File: config.mk
export PLATFORM = sky130hd
export DESIGN_NAME = fetch_ctrl
export DESIGN_NICKNAME = d
export VERILOG_FILES = /design/src/rtl/fetch_ctrl_pkg.sv /design/src/rtl/fetch_skid_fifo.sv /design/src/rtl/fetch_ctrl.sv
export SDC_FILE = /design/constraint.sdc
export NUM_CORES = 1
export LEC_CHECK = 0
export CAP_MARGIN = 25
export CORE_MARGIN = 2
export CORE_UTILIZATION = 45
export DETAILED_ROUTE_END_ITERATION = 7
export PLACE_DENSITY = 0.73
export RECOVER_POWER = 25
export SYNTH_ARGS = -nofsm -noshare
export SYNTH_HDL_FRONTEND = slang
export SYNTH_SLANG_ARGS = --single-unit
File: constraint.sdc
create_clock -name i_clk -period 3.7 [get_ports i_clk]
set_input_delay 0.37 -clock i_clk [delete_from_list [all_inputs] [get_ports i_clk]]
set_output_delay 0.37 -clock i_clk [all_outputs]
set_load 0.03 [all_outputs]
File: src/rtl/fetch_ctrl_pkg.sv
// Shared types and constants for the instruction-fetch sequencer.
// Included by fetch_ctrl and its skid FIFO.
package fetch_ctrl_pkg;

  typedef logic [31:0] data_bus_t;

  typedef logic [1:0] fetch_state_t;
  localparam fetch_state_t ST_BOOT  = 2'd0;
  localparam fetch_state_t ST_RUN   = 2'd1;
  localparam fetch_state_t ST_FLUSH = 2'd2;

  localparam data_bus_t PC_STEP_DEFAULT      = 32'd4;
  localparam data_bus_t RESET_VECTOR_DEFAULT = 32'h0000_0000;

  typedef struct packed {
    data_bus_t instr;
    data_bus_t pc;
  } fetch_entry_t;

  function automatic data_bus_t align_pc(input data_bus_t addr);
    return {addr[31:2], 2'b00};
  endfunction

  function automatic logic is_misaligned(input data_bus_t addr);
    return (addr[1:0] != 2'b00);
  endfunction

endpackage

File: src/rtl/fetch_skid_fifo.sv
// Two-entry fall-through FIFO of fetch entries. An incoming word is visible
// at the head in the same cycle it arrives, so an empty FIFO adds no latency.
module fetch_skid_fifo
  import fetch_ctrl_pkg::*;
(
  input  logic         i_clk,
  input  logic         i_rst,
  input  logic         i_clear,
  input  logic         i_push,
  input  fetch_entry_t i_push_data,
  input  logic         i_pop,
  output fetch_entry_t o_head,
  output logic         o_empty,
  output logic [1:0]   o_count
);

  fetch_entry_t r_mem [0:1];
  logic         r_wr_ptr;
  logic         r_rd_ptr;
  logic [1:0]   r_count;

  logic w_stored;
  logic w_bypass;
  logic w_do_push;
  logic w_do_pop;

  assign w_stored  = (r_count != 2'd0);
  // Word arriving into an empty FIFO and consumed at once is never stored.
  assign w_bypass  = !w_stored & i_push & i_pop;
  assign w_do_pop  = w_stored & i_pop;
  assign w_do_push = i_push & !w_bypass & ((r_count != 2'd2) | w_do_pop);

  assign o_empty = !w_stored & !i_push;
  assign o_head  = w_stored ? r_mem[r_rd_ptr] : i_push_data;
  assign o_count = r_count;

  // Pointer and occupancy tracking; clear drops everything including a same-cycle push.
  always_ff @(posedge i_clk) begin
    if (i_rst || i_clear) begin
      r_wr_ptr <= 1'b0;
      r_rd_ptr <= 1'b0;
      r_count  <= 2'd0;
    end else begin
      if (w_do_push) r_wr_ptr <= ~r_wr_ptr;
      if (w_do_pop)  r_rd_ptr <= ~r_rd_ptr;
      r_count <= r_count + {1'b0, w_do_push} - {1'b0, w_do_pop};
    end
  end

  // Entry storage.
  always_ff @(posedge i_clk) begin
    if (i_rst) begin
      r_mem[0] <= 64'd0;
      r_mem[1] <= 64'd0;
    end else if (w_do_push && !i_clear) begin
      r_mem[r_wr_ptr] <= i_push_data;
    end
  end

endmodule

File: src/rtl/fetch_ctrl.sv
// Instruction-fetch sequencer: owns the PC, issues one sync-ROM read per cycle
// under a two-slot credit, and hands words to decode with redirect flushing.
module fetch_ctrl
  import fetch_ctrl_pkg::*;
#(
  parameter data_bus_t RESET_VECTOR = RESET_VECTOR_DEFAULT,
  parameter data_bus_t PC_STEP      = PC_STEP_DEFAULT
)(
  input  logic        i_clk,
  input  logic        i_rst,
  input  logic        i_redirect_valid,
  input  logic [31:0] i_redirect_target,
  output logic        o_rom_en,
  output logic [31:0] o_rom_addr,
  input  logic [31:0] i_rom_data,
  output logic        o_instr_valid,
  output logic [31:0] o_instr,
  output logic [31:0] o_instr_pc,
  input  logic        i_instr_ready,
  output logic        o_misalign_err
);

  fetch_state_t r_state;
  data_bus_t    r_pc;
  data_bus_t    r_rsp_pc;
  logic         r_inflight;
  logic         r_misalign;

  fetch_state_t w_state_nxt;
  logic         w_issue_state;
  logic         w_rsp_valid;
  logic         w_fifo_empty;
  logic [1:0]   w_fifo_count;
  fetch_entry_t w_rsp_entry;
  fetch_entry_t w_head;
  logic         w_instr_valid;
  logic         w_pop;
  logic [2:0]   w_occupancy;
  logic         w_credit_ok;
  logic         w_issue;

  // A response landing while flushing belongs to the abandoned path.
  assign w_rsp_valid = r_inflight & (r_state != ST_FLUSH);
  assign w_rsp_entry = '{instr: i_rom_data, pc: r_rsp_pc};

  assign w_instr_valid = !i_rst & !w_fifo_empty & !i_redirect_valid;
  assign w_pop         = w_instr_valid & i_instr_ready;

  // Words held plus the one in flight must leave room for the new read.
  assign w_occupancy   = {1'b0, w_fifo_count} + {2'b00, r_inflight};
  assign w_credit_ok   = (w_occupancy < (3'd2 + {2'b00, w_pop}));
  assign w_issue_state = (r_state == ST_RUN) | (r_state == ST_FLUSH);
  assign w_issue       = !i_rst & w_issue_state & !i_redirect_valid & w_credit_ok;

  fetch_skid_fifo u_fifo (
    .i_clk       (i_clk),
    .i_rst       (i_rst),
    .i_clear     (i_redirect_valid),
    .i_push      (w_rsp_valid),
    .i_push_data (w_rsp_entry),
    .i_pop       (w_pop),
    .o_head      (w_head),
    .o_empty     (w_fifo_empty),
    .o_count     (w_fifo_count)
  );

  // Sequencer next state.
  always_comb begin
    w_state_nxt = r_state;
    case (r_state)
      ST_BOOT: w_state_nxt = ST_RUN;
      ST_RUN: begin
        if (i_redirect_valid) w_state_nxt = ST_FLUSH;
        else                  w_state_nxt = ST_RUN;
      end
      ST_FLUSH: begin
        if (i_redirect_valid) w_state_nxt = ST_FLUSH;
        else                  w_state_nxt = ST_RUN;
      end
      default: w_state_nxt = ST_BOOT;
    endcase
  end

  // PC, FSM, in-flight tracking and the sticky misalignment flag.
  always_ff @(posedge i_clk) begin
    if (i_rst) begin
      r_state    <= ST_BOOT;
      r_pc       <= align_pc(RESET_VECTOR);
      r_rsp_pc   <= align_pc(RESET_VECTOR);
      r_inflight <= 1'b0;
      r_misalign <= 1'b0;
    end else begin
      r_state    <= w_state_nxt;
      r_inflight <= w_issue;
      if (i_redirect_valid) begin
        r_pc <= align_pc(i_redirect_target);
      end else if (w_issue) begin
        r_pc <= r_pc + PC_STEP;
      end
      if (w_issue) r_rsp_pc <= r_pc;
      if (i_redirect_valid && is_misaligned(i_redirect_target)) r_misalign <= 1'b1;
    end
  end

  assign o_rom_en       = w_issue;
  assign o_rom_addr     = r_pc;
  assign o_instr_valid  = w_instr_valid;
  assign o_instr        = w_head.instr;
  assign o_instr_pc     = w_head.pc;
  assign o_misalign_err = r_misalign;

endmodule

# Word-level counts from Yosys, hierarchy flattened
# Memory sizes are Yosys's and may differ from the RTL's. A register that Yosys moved wholly into a read port is not among the register bits.
# Index checks and enable logic that the tools add are counted.
[classes]
eq_ne = 4
multipliers = 0
magnitude_cmp = 1
addsub = 5
div = 0
n_shift = 0
muxes = 15
n_reduce_logical = 16
bitwise_logic = 17
[op_table]
columns = ["operator", "n"]
rows = [
  ["two-way mux 64 bit", 2],
  ["two-way mux 32 bit", 2],
  ["OR reduction 64 bit", 1],
  ["adder 32 x 3 -> 32 bit, second input constant", 1],
  ["AND 1 bit", 13],
  ["two-way mux 1 bit", 9],
  ["zero test 1 bit", 6],
  ["nonzero test 2 bit", 3],
  ["inequality test 2 bit, second input constant", 2],
  ["case mux 2 bit (2 select lines)", 1],
  ["OR reduction 2 bit", 2],
  ["adder 2 x 1 -> 3 bit", 1],
  ["adder 2 x 1 -> 3 bit, first input constant", 1],
  ["< comparator 3 bit", 1],
  ["adder 2 x 1 -> 2 bit", 1],
  ["equality test 2 x 1 -> 1 bit, second input constant", 1],
  ["equality test 2 bit, second input constant", 1],
  ["logical AND 1 bit", 2],
  ["zero test 2 bit", 1],
  ["two-way mux 2 bit", 1],
  ["NOT 1 bit", 2],
  ["bitwise OR 1 bit", 2],
  ["subtractor 2 x 1 -> 2 bit", 1],
  ["logical OR 1 bit", 1],
]
[word_totals]
wordCells = 68
mem_bits_rw = 128
mem_bits_ro = 0
mem_count = 1
latchBits = 0
reg_bits = 72
inputBits = 68
out_inout_bits = 99
[mem_list]
columns = ["memory", "depth", "width", "read_ports", "rd_clocked_by_memory_dff", "wr", "line", "rtl"]
rows = [
  ["u_fifo.r_mem", 2, 64, 1, 1, 2, "fetch_skid_fifo.sv:17", "fetch_entry_t r_mem [0:1];"],
]

# Depth between registers and ports, before layout
# Gate-level depths: netlist of run 1.
[depth]
word_depth = 18
ltp_mapped = 10
depth_no_buf = 9

# Hierarchy
# From an unflattened synthesis of run 1, not the netlist that was laid out.
[unflattened]
cells_unflattened = 898
hier_area_um2 = 9315.2
[by_module_without_submodules]
columns = ["mod", "seq_area_each_um2", "cells_per_inst", "instances", "area_per_inst_um2"]
rows = [
  ["fetch_skid_fifo", 3943.8, 520, 1, 6319.8],
  ["fetch_ctrl", 1281.2, 378, 1, 2995.4],
]

# Least setup slack after synthesis of run 1
# No wires, ideal clock.
[synth_timing]
path_type = "flip-flop to flip-flop"
start = "register r_state[0]"
end = "memory u_fifo.r_mem[0][10] (netlist bit) (enable)"
synth_period_minus_slack_ps = 2587
required_time_ps = 3307
n_path_buf = 0
path_slack_ps = 1113
arrival_time_ps = 2194
stages_incl_launch_ff = 7
setup_ps = 393
cell_sequence = "dfxtp_1 -> inv_1 -> ha_1 -> nor2b_1 -> o21ai_0 -> nor3_1 -> or2_2"
[synth_lines]
columns = ["element", "line", "rtl"]
rows = [
  ["start, declared", "fetch_ctrl.sv:23", "fetch_state_t r_state;"],
  ["start signal, assigned", "fetch_ctrl.sv:93", "r_state <= w_state_nxt;"],
  ["end, declared", "fetch_skid_fifo.sv:17", ""],
]

# Worst setup path in the final report of run 1
[layout_timing]
start = "register u_fifo.r_count[1], in the netlist u_fifo.o_count[1]"
end = "output port o_instr_pc[26]"
[layout_between]
elab_chain_len = 2
[layout_rtl]
columns = ["element", "line", "rtl"]
rows = [
  ["start, declared", "fetch_skid_fifo.sv:20", "logic [1:0] r_count;"],
  ["start signal, assigned", "fetch_skid_fifo.sv:46", "r_count <= r_count + {1'b0, w_do_push} - {1'b0, w_do_pop};"],
  ["nonzero test 2 bit", "fetch_skid_fifo.sv:27", "assign w_stored = (r_count != 2'd0);"],
  ["two-way mux 64 bit", "fetch_skid_fifo.sv:34", "assign o_head = w_stored ? r_mem[r_rd_ptr] : i_push_data;"],
  ["end, declared", "fetch_ctrl.sv:18", "output logic [31:0] o_instr_pc,"],
]
# Every way passes these cells.

==> metrics.log, run 1 <==
[metrics] class of the most critical hold timing path: in2reg
[metrics] Clk network pwr share: 0.378
[metrics] height of the die: 147 microns
[metrics] number of antenna repair diodes: 0
[metrics] critical path arrival: 2730 ps
[metrics] maximum achievable frequency: 322 MHz
[metrics] via-per-instance ratio: 5.27
[metrics] measured slew at the worst slew-check pin: 1170 ps
[metrics] post-CTS setup buffer count: 0
[metrics] type of the setup path with the least slack: reg2out
[metrics] DR vias: 6930
[metrics] worst endpoint required time: 3330 ps
[metrics] number of hold violations in the final report: 0
[metrics] Routed WL per cell: 16.2 microns
[metrics] clock-pin slew of the registers on the worst-case setup and hold paths: 70 ps
[metrics] top fanout value on the critical path: 57
[metrics] main combinational cell family by area after synthesis: simple AND/OR/NAND/NOR gates
[metrics] compound-cell area share of the yosys netlist: 0.100
[metrics] Synth Register Bits: 193
[metrics] time the final worst path needs with I/O delays and setup: 3100 ps
[metrics] most frequent cell after synthesis: nand2_1
[metrics] worst relative slew slack: 0.218
[metrics] Iter 0 DRT Violations: 517
[metrics] buffer depth of the longest clock path: 2
[metrics] EDFF count, synth: 124
[metrics] weighted congestion at the end of routability-driven global placement: 0.837
[metrics] number of H-tree levels: 4
[metrics] leading cell types by total area after synthesis: edfxtp_1 41%, dfxtp_1 15%, and2_1 8.6%
[metrics] vias in the first global route: 6536
[metrics] run status: complete, no violations
[metrics] DRC viols: 0
[metrics] Total Negative Setup Slacks: 0 ps
[metrics] part of the Yosys area used for sequential elements: 0.556
[metrics] Logic pwr share: 0.110
[metrics] Max Cap Viol: 0
[metrics] maximum number of pins on one net before global-route repair: 63
[metrics] HPWL reported at the end of detailed placement: 13.5 mm
[metrics] clock tree sinks: 193
[metrics] area added between synthesis and finish: 26.0%
[metrics] master cell of the clock root buffer: clkbuf_16
[metrics] placeable core region: 20100 sq um
[metrics] leakage power summed over all cells: 4.12 nW
[metrics] count of cell types in the netlist: 55
[metrics] total overflow reported by the global router: 0
[metrics] commonest cells in the netlist: 158 x nand2_1, 127 x and2_1, 124 x edfxtp_1, 76 x o21ai_0, 69 x dfxtp_1
[metrics] Die Footprint: 21600 sq um
[metrics] most instantiated flip-flop cell in the synthesis netlist: edfxtp_1
[metrics] setup skew after layout: 9.13 ps
[metrics] switching portion of total power: 0.246
[metrics] Flop pwr share: 0.511
[metrics] largest vdd supply drop: 0.343 mV
[metrics] starting density of the core: 0.457
[metrics] Max Slew Vio Count: 0
[metrics] Pwr Total: 0.00474 W
[metrics] num ports: 167
[metrics] num rows: 52
[metrics] Net count, final: 1109
[metrics] share of the synthesized netlist area taken by xor and xnor gates: 0.00667
[metrics] adder and majority cell fraction of the synthesized area: 0.0109
[metrics] element type at the critical path end: primary output
[metrics] Detailed Route WL: 21.3 mm
[metrics] Yosys Warn Count: 0
[metrics] Post-CTS Resized: 0
[metrics] clock tree from TritonCTS: yes
[metrics] internal power component: 0.00357 W
[metrics] number of antenna-violating nets in the routed design: 0
[metrics] insertion delay to the later sink of the worst-skew pair: 410 ps
[metrics] number of input and output port buffers inserted: 162
[metrics] antenna violations before repair: 0
[metrics] final setup violation count: 0
[metrics] CTS hold repair buffers: 0
[metrics] share of async-settable or async-resettable flops after synthesis: 0
[metrics] ratio of cells with drive above 1 in the final layout: 0.0612
[metrics] Post-Syn Instances: 902
[metrics] die width: 147 microns
[metrics] multiplexer fraction of the synthesized cell area: 0.0774
[metrics] Setup crit start kind: flop
[metrics] first drt pass iteration count: 7
[metrics] PD cells: 410 nW/um^2
[metrics] simple-gate area share of the yosys netlist: 0.215
[metrics] global-route usage over all layers: 0.197
[metrics] number of buffers added by the clock tree synthesis step: 17
[metrics] switching power of the nets: 0.00117 W
[metrics] Synth Cell Area: 9190 sq um
[metrics] final worst-path cycle share: 0.839
[metrics] share of Yosys cell area claimed by the top area cell type: 0.405
[metrics] setup repair after global routing missed its margin: false
[metrics] wire length of the first global-routing pass: 34.2 mm
[metrics] Reg2Reg Setup Slack: 930 ps
[metrics] largest area contributor in the synthesized netlist: edfxtp_1
[metrics] mean area per synthesized cell: 10.2 sq um
[critical path, cell delays in order (launching register included)]
cell and delay, ps:
dfxtp_1 440, nor2_8 620, buf_4 350, nand2_1 80, o21ai_0 100, clkdlybuf4s50_1 710
[flip-flops by register name (all words and copies together), names as in the netlist, named ones only]
signal,cells
o_rom_addr,30
u_fifo.r_rd_ptr,1
u_fifo.r_mem,124
r_rsp_pc,30
u_fifo.o_count,2
r_state,2
r_inflight,1
o_misalign_err,1
u_fifo.r_wr_ptr,1
[per-stage QoR]
step	cell area, sq um	setup slack, ps	instances	util	hold WS, ps
2_1_floorplan	9200	1110	905	-	453
3_3_place_gp	11000	927	1284	0.547	438
3_5_place_dp	11000	818	1284	0.547	446
4_1_cts	11600	548	1316	0.576	390
5_1_grt	11600	395	1316	0.576	404
6_report	11600	596	1316	0.576	402
[cells by family (layout without fill, tap and decap cells)]
family          count (synthesis)  count (layout)
mux                            70              70
other cells                     1               4
fa+ha+maj                       8               8
simple gates                  383             383
xor+xnor                        7               7
flops                         193             193
buf+inv                        75             216
compound gates                165             165
[power by group through the flow]
stage               sequential (W)  combinational (W)  clock, W
global placement           0.00247           0.000527         0
detailed placement         0.00247           0.000533         0
finish                     0.00242           0.000523   0.00179
global route               0.00243           0.000565   0.00193
floorplan                  0.00249           0.000265         0
CTS                        0.00242           0.000536   0.00183
[placed cells by master (no fill, tap or decap), drive strengths merged, types with 2 or more instances in the layout]
master	netlist	layout
nand2	158	158
and2	130	130
clkdlybuf4s50	0	128
edfxtp	124	124
o21ai	76	76
dfxtp	69	69
mux2i	62	62
a21oi	59	59
dlygate4sd3	0	32
nor2	26	26
clkbuf	47	24
nand3	20	20
inv	11	13
nand4	12	12
buf	16	10
a31oi	8	8
ha	8	8
nor3	8	8
mux2	8	8
xnor2	6	6
a22oi	5	5
and3	5	5
clkinv	1	5
and4	5	5
or3	4	4
a32oi	4	4
nor4	4	4
conb	1	4
or2	4	4
clkinvlp	0	3
or2b	2	2
a221oi	2	2
a2bb2oi	2	2
o211a	2	2
o211ai	2	2
[layout make-up]
class	count	area [sq um]
clock buffers	22	475
clock inverters	10	104
fillers	1721	8530
inverters	12	45.0
multi-input cells	637	3790
flip-flops and latches	193	5110
well taps	270	338
repair buffers	172	1710
[metal layers]
layer	GRT usage	vias up	wire length (microns)	part of all wire
li1	-	3408	-	-
met4	0.0461	0	248	0.012
met5	0	-	0	0
met1	0.278	3278	9920	0.46
met2	0.318	227	9920	0.46
met3	0.0379	17	1260	0.059
[final timing paths]
path         depth (start not counted)              to              start
max                                  5  o_instr_pc[26]  u_fifo.o_count[1]
min                                  2      r_state[1]              i_rst
max reg2reg                          7  o_rom_addr[31]  u_fifo.o_count[1]
min reg2reg                          2  o_misalign_err     o_misalign_err
Note: power is estimated with default switching activity, not from simulation.
==> inputs of run 2 (changes only) <==
- clock period: 3.7 -> 2.9 ns (I/O delays scaled with it)
==> run 2 against run 1 <==
Register-to-register slack worse by 590 ps. Highest routed layer unchanged. Hold slack lost 45 ps. First-iteration DRC count is 25% lower. Combinational power rose by 32%. Global-route usage increased by 0.19 points. Sequential share of layout area shrank 0.76 points.
==> metrics.log, run 2 (synthesized netlist as in run 1, its figures left out) <==
[metrics] run status: complete, no violations
[metrics] Net count, final: 1124
[metrics] leakage power summed over all cells: 4.26 nW
[metrics] number of input and output port buffers inserted: 162
[metrics] global-route usage over all layers: 0.199
[metrics] area of all placed cells without fillers: 11800 sq um
[metrics] final setup violation count: 0
[metrics] vias in the first global route: 6732
[metrics] top fanout value on the critical path: 36
[metrics] num ports: 167
[metrics] leading cell types in the layout, fill and taps excluded: 158 x nand2_1, 126 x and2_1, 124 x edfxtp_1, 121 x clkdlybuf4s50_1, 76 x o21ai_0
[metrics] number of hold violations in the final report: 0
[metrics] worst relative slew slack: 0.324
[metrics] Die Footprint: 21600 sq um
[metrics] master cell of the clock root buffer: clkbuf_16
[metrics] Logic pwr share: 0.111
[metrics] CTS hold repair buffers: 0
[metrics] die width: 147 microns
[metrics] worst hold stages: 3
[metrics] first drt pass iteration count: 4
[metrics] buffer depth of the longest clock path: 2
[metrics] Setup crit start kind: flop
[metrics] Crit Reg-Reg Startpoint: r_state[0]
[metrics] weighted congestion at the end of routability-driven global placement: 0.843
[metrics] Total Negative Setup Slacks: 0 ps
[metrics] final worst-path cycle share: 0.913
[metrics] sequential standard cell area: 5110 sq um
[metrics] ratio of cells with drive above 1 in the final layout: 0.0811
[metrics] max reg flops: 124
[metrics] worst slack, placed: 381 ps
[metrics] Max Cap Viol: 0
[metrics] starting density of the core: 0.457
[metrics] height of the die: 147 microns
[metrics] total overflow reported by the global router: 0
[metrics] clock-pin slew of the registers on the worst-case setup and hold paths: 70 ps
[metrics] maximum achievable frequency: 378 MHz
[metrics] DP Area: 11200 sq um
[metrics] Post-CTS Resized: 0
[metrics] switching power of the nets: 0.00155 W
[metrics] total of fill cells in the finished design: 1705
[metrics] Reg2Reg Setup Slack: 340 ps
[metrics] switching portion of total power: 0.251
[metrics] largest vdd supply drop: 0.397 mV
[metrics] Flop pwr share: 0.499
[metrics] clock tree from TritonCTS: yes
[metrics] element type at the critical path end: primary output
[metrics] most frequent standard cell in the layout excluding fill and tap cells: nand2_1
[metrics] maximum number of pins on one net before global-route repair: 63
[metrics] top register by number of flip-flops: u_fifo.r_mem
[metrics] num rows: 52
[metrics] DRC viols: 0
[metrics] type of the setup path with the least slack: reg2out
[metrics] Clk network pwr share: 0.390
[metrics] worst endpoint required time: 2610 ps
[metrics] wire length of the first global-routing pass: 34.5 mm
[metrics] via-per-instance ratio: 5.24
[metrics] placeable core region: 20100 sq um
[metrics] area added between synthesis and finish: 28.3%
[metrics] post-CTS setup buffer count: 0
[metrics] setup repair after global routing missed its margin: false
[metrics] number of antenna-violating nets in the routed design: 0
[metrics] measured slew at the worst slew-check pin: 1010 ps
[metrics] reg2reg end: u_fifo.r_mem[1][11]
[metrics] Detailed Route WL: 21.3 mm
[metrics] time the final worst path needs with I/O delays and setup: 2650 ps
[metrics] Max Slew Vio Count: 0
[metrics] clock tree sinks: 193
[metrics] DR vias: 6972
[metrics] worst min-delay path startpoint: i_rst
[metrics] total area of multi-input combinational cells: 3790 sq um
[metrics] HPWL reported at the end of detailed placement: 13.9 mm
[metrics] number of antenna repair diodes: 0
[metrics] internal power component: 0.00464 W
[metrics] number of buffers added by the clock tree synthesis step: 17
[metrics] PD cells: 525 nW/um^2
[metrics] class of the most critical hold timing path: in2reg
[metrics] cell depth of the worst flop-to-flop path: 7
[metrics] insertion delay to the later sink of the worst-skew pair: 430 ps
[metrics] Routed WL per cell: 16.0 microns
[metrics] antenna violations before repair: 0
[metrics] hold path endpoint: r_state[1]
[metrics] number of H-tree levels: 4
[metrics] final setup slack of the worst path: 251 ps
[metrics] critical path arrival: 2360 ps
[metrics] setup skew after layout: 9.89 ps
[metrics] Iter 0 DRT Violations: 389
-- run 2: critical path: stages (launching register included) --
cell,delay [ps]
dfxtp_2,390
nor2_8,260
buf_12,230
buf_12,180
nand2_1,60
o21ai_0,90
clkdlybuf4s50_1,710
-- run 2: final cells by class --
class	instances	area share
inverters	12	0.00382
clock buffers	21	0.0446
clock inverters	11	0.00807
flip-flops and latches	193	0.434
multi-input cells	638	0.322
well taps	270	0.0287
repair buffers	186	0.159
-- run 2: metrics by stage --
step	util	total power (W)	std cells	hold WS [ps]
6_report	0.586	0.00619	1331	357
4_1_cts	0.587	0.00624	1330	334
2_1_floorplan	-	0.00351	905	435
3_3_place_gp	0.556	0.00384	1298	440
5_1_grt	0.586	0.00641	1331	352
3_5_place_dp	0.556	0.00385	1298	449
-- run 2: per-layer routing --
layer,global-route usage,vias to the layer above,share of wire,wire [microns]
met5,0,-,0,0
met4,0.0515,0,0.012,260
met3,0.0354,22,0.065,1380
met2,0.322,239,0.47,10100
met1,0.279,3261,0.45,9600
li1,-,3450,-,-
-- run 2: power groups by stage --
stage               Combinational (W)  Sequential, W  Clock (W)
floorplan                    0.000338        0.00318          0
CTS                          0.000707        0.00309    0.00245
global route                 0.000748        0.00310    0.00256
finish                       0.000690        0.00309    0.00241
detailed placement           0.000704        0.00315          0
global placement             0.000699        0.00314          0
-- run 2: worst max path at each step --
stage / start / end / slack (ps)
finish: u_fifo.o_count[0] / o_instr[13] / 250
global route: u_fifo.o_count[0] / o_rom_en / 80
CTS: u_fifo.o_count[1] / o_instr[12] / 110
detailed placement: i_redirect_valid / o_rom_addr[7] / 380
global placement: i_redirect_valid / o_rom_addr[7] / 410
floorplan: r_state[0] / u_fifo.r_mem[0][10] / 310
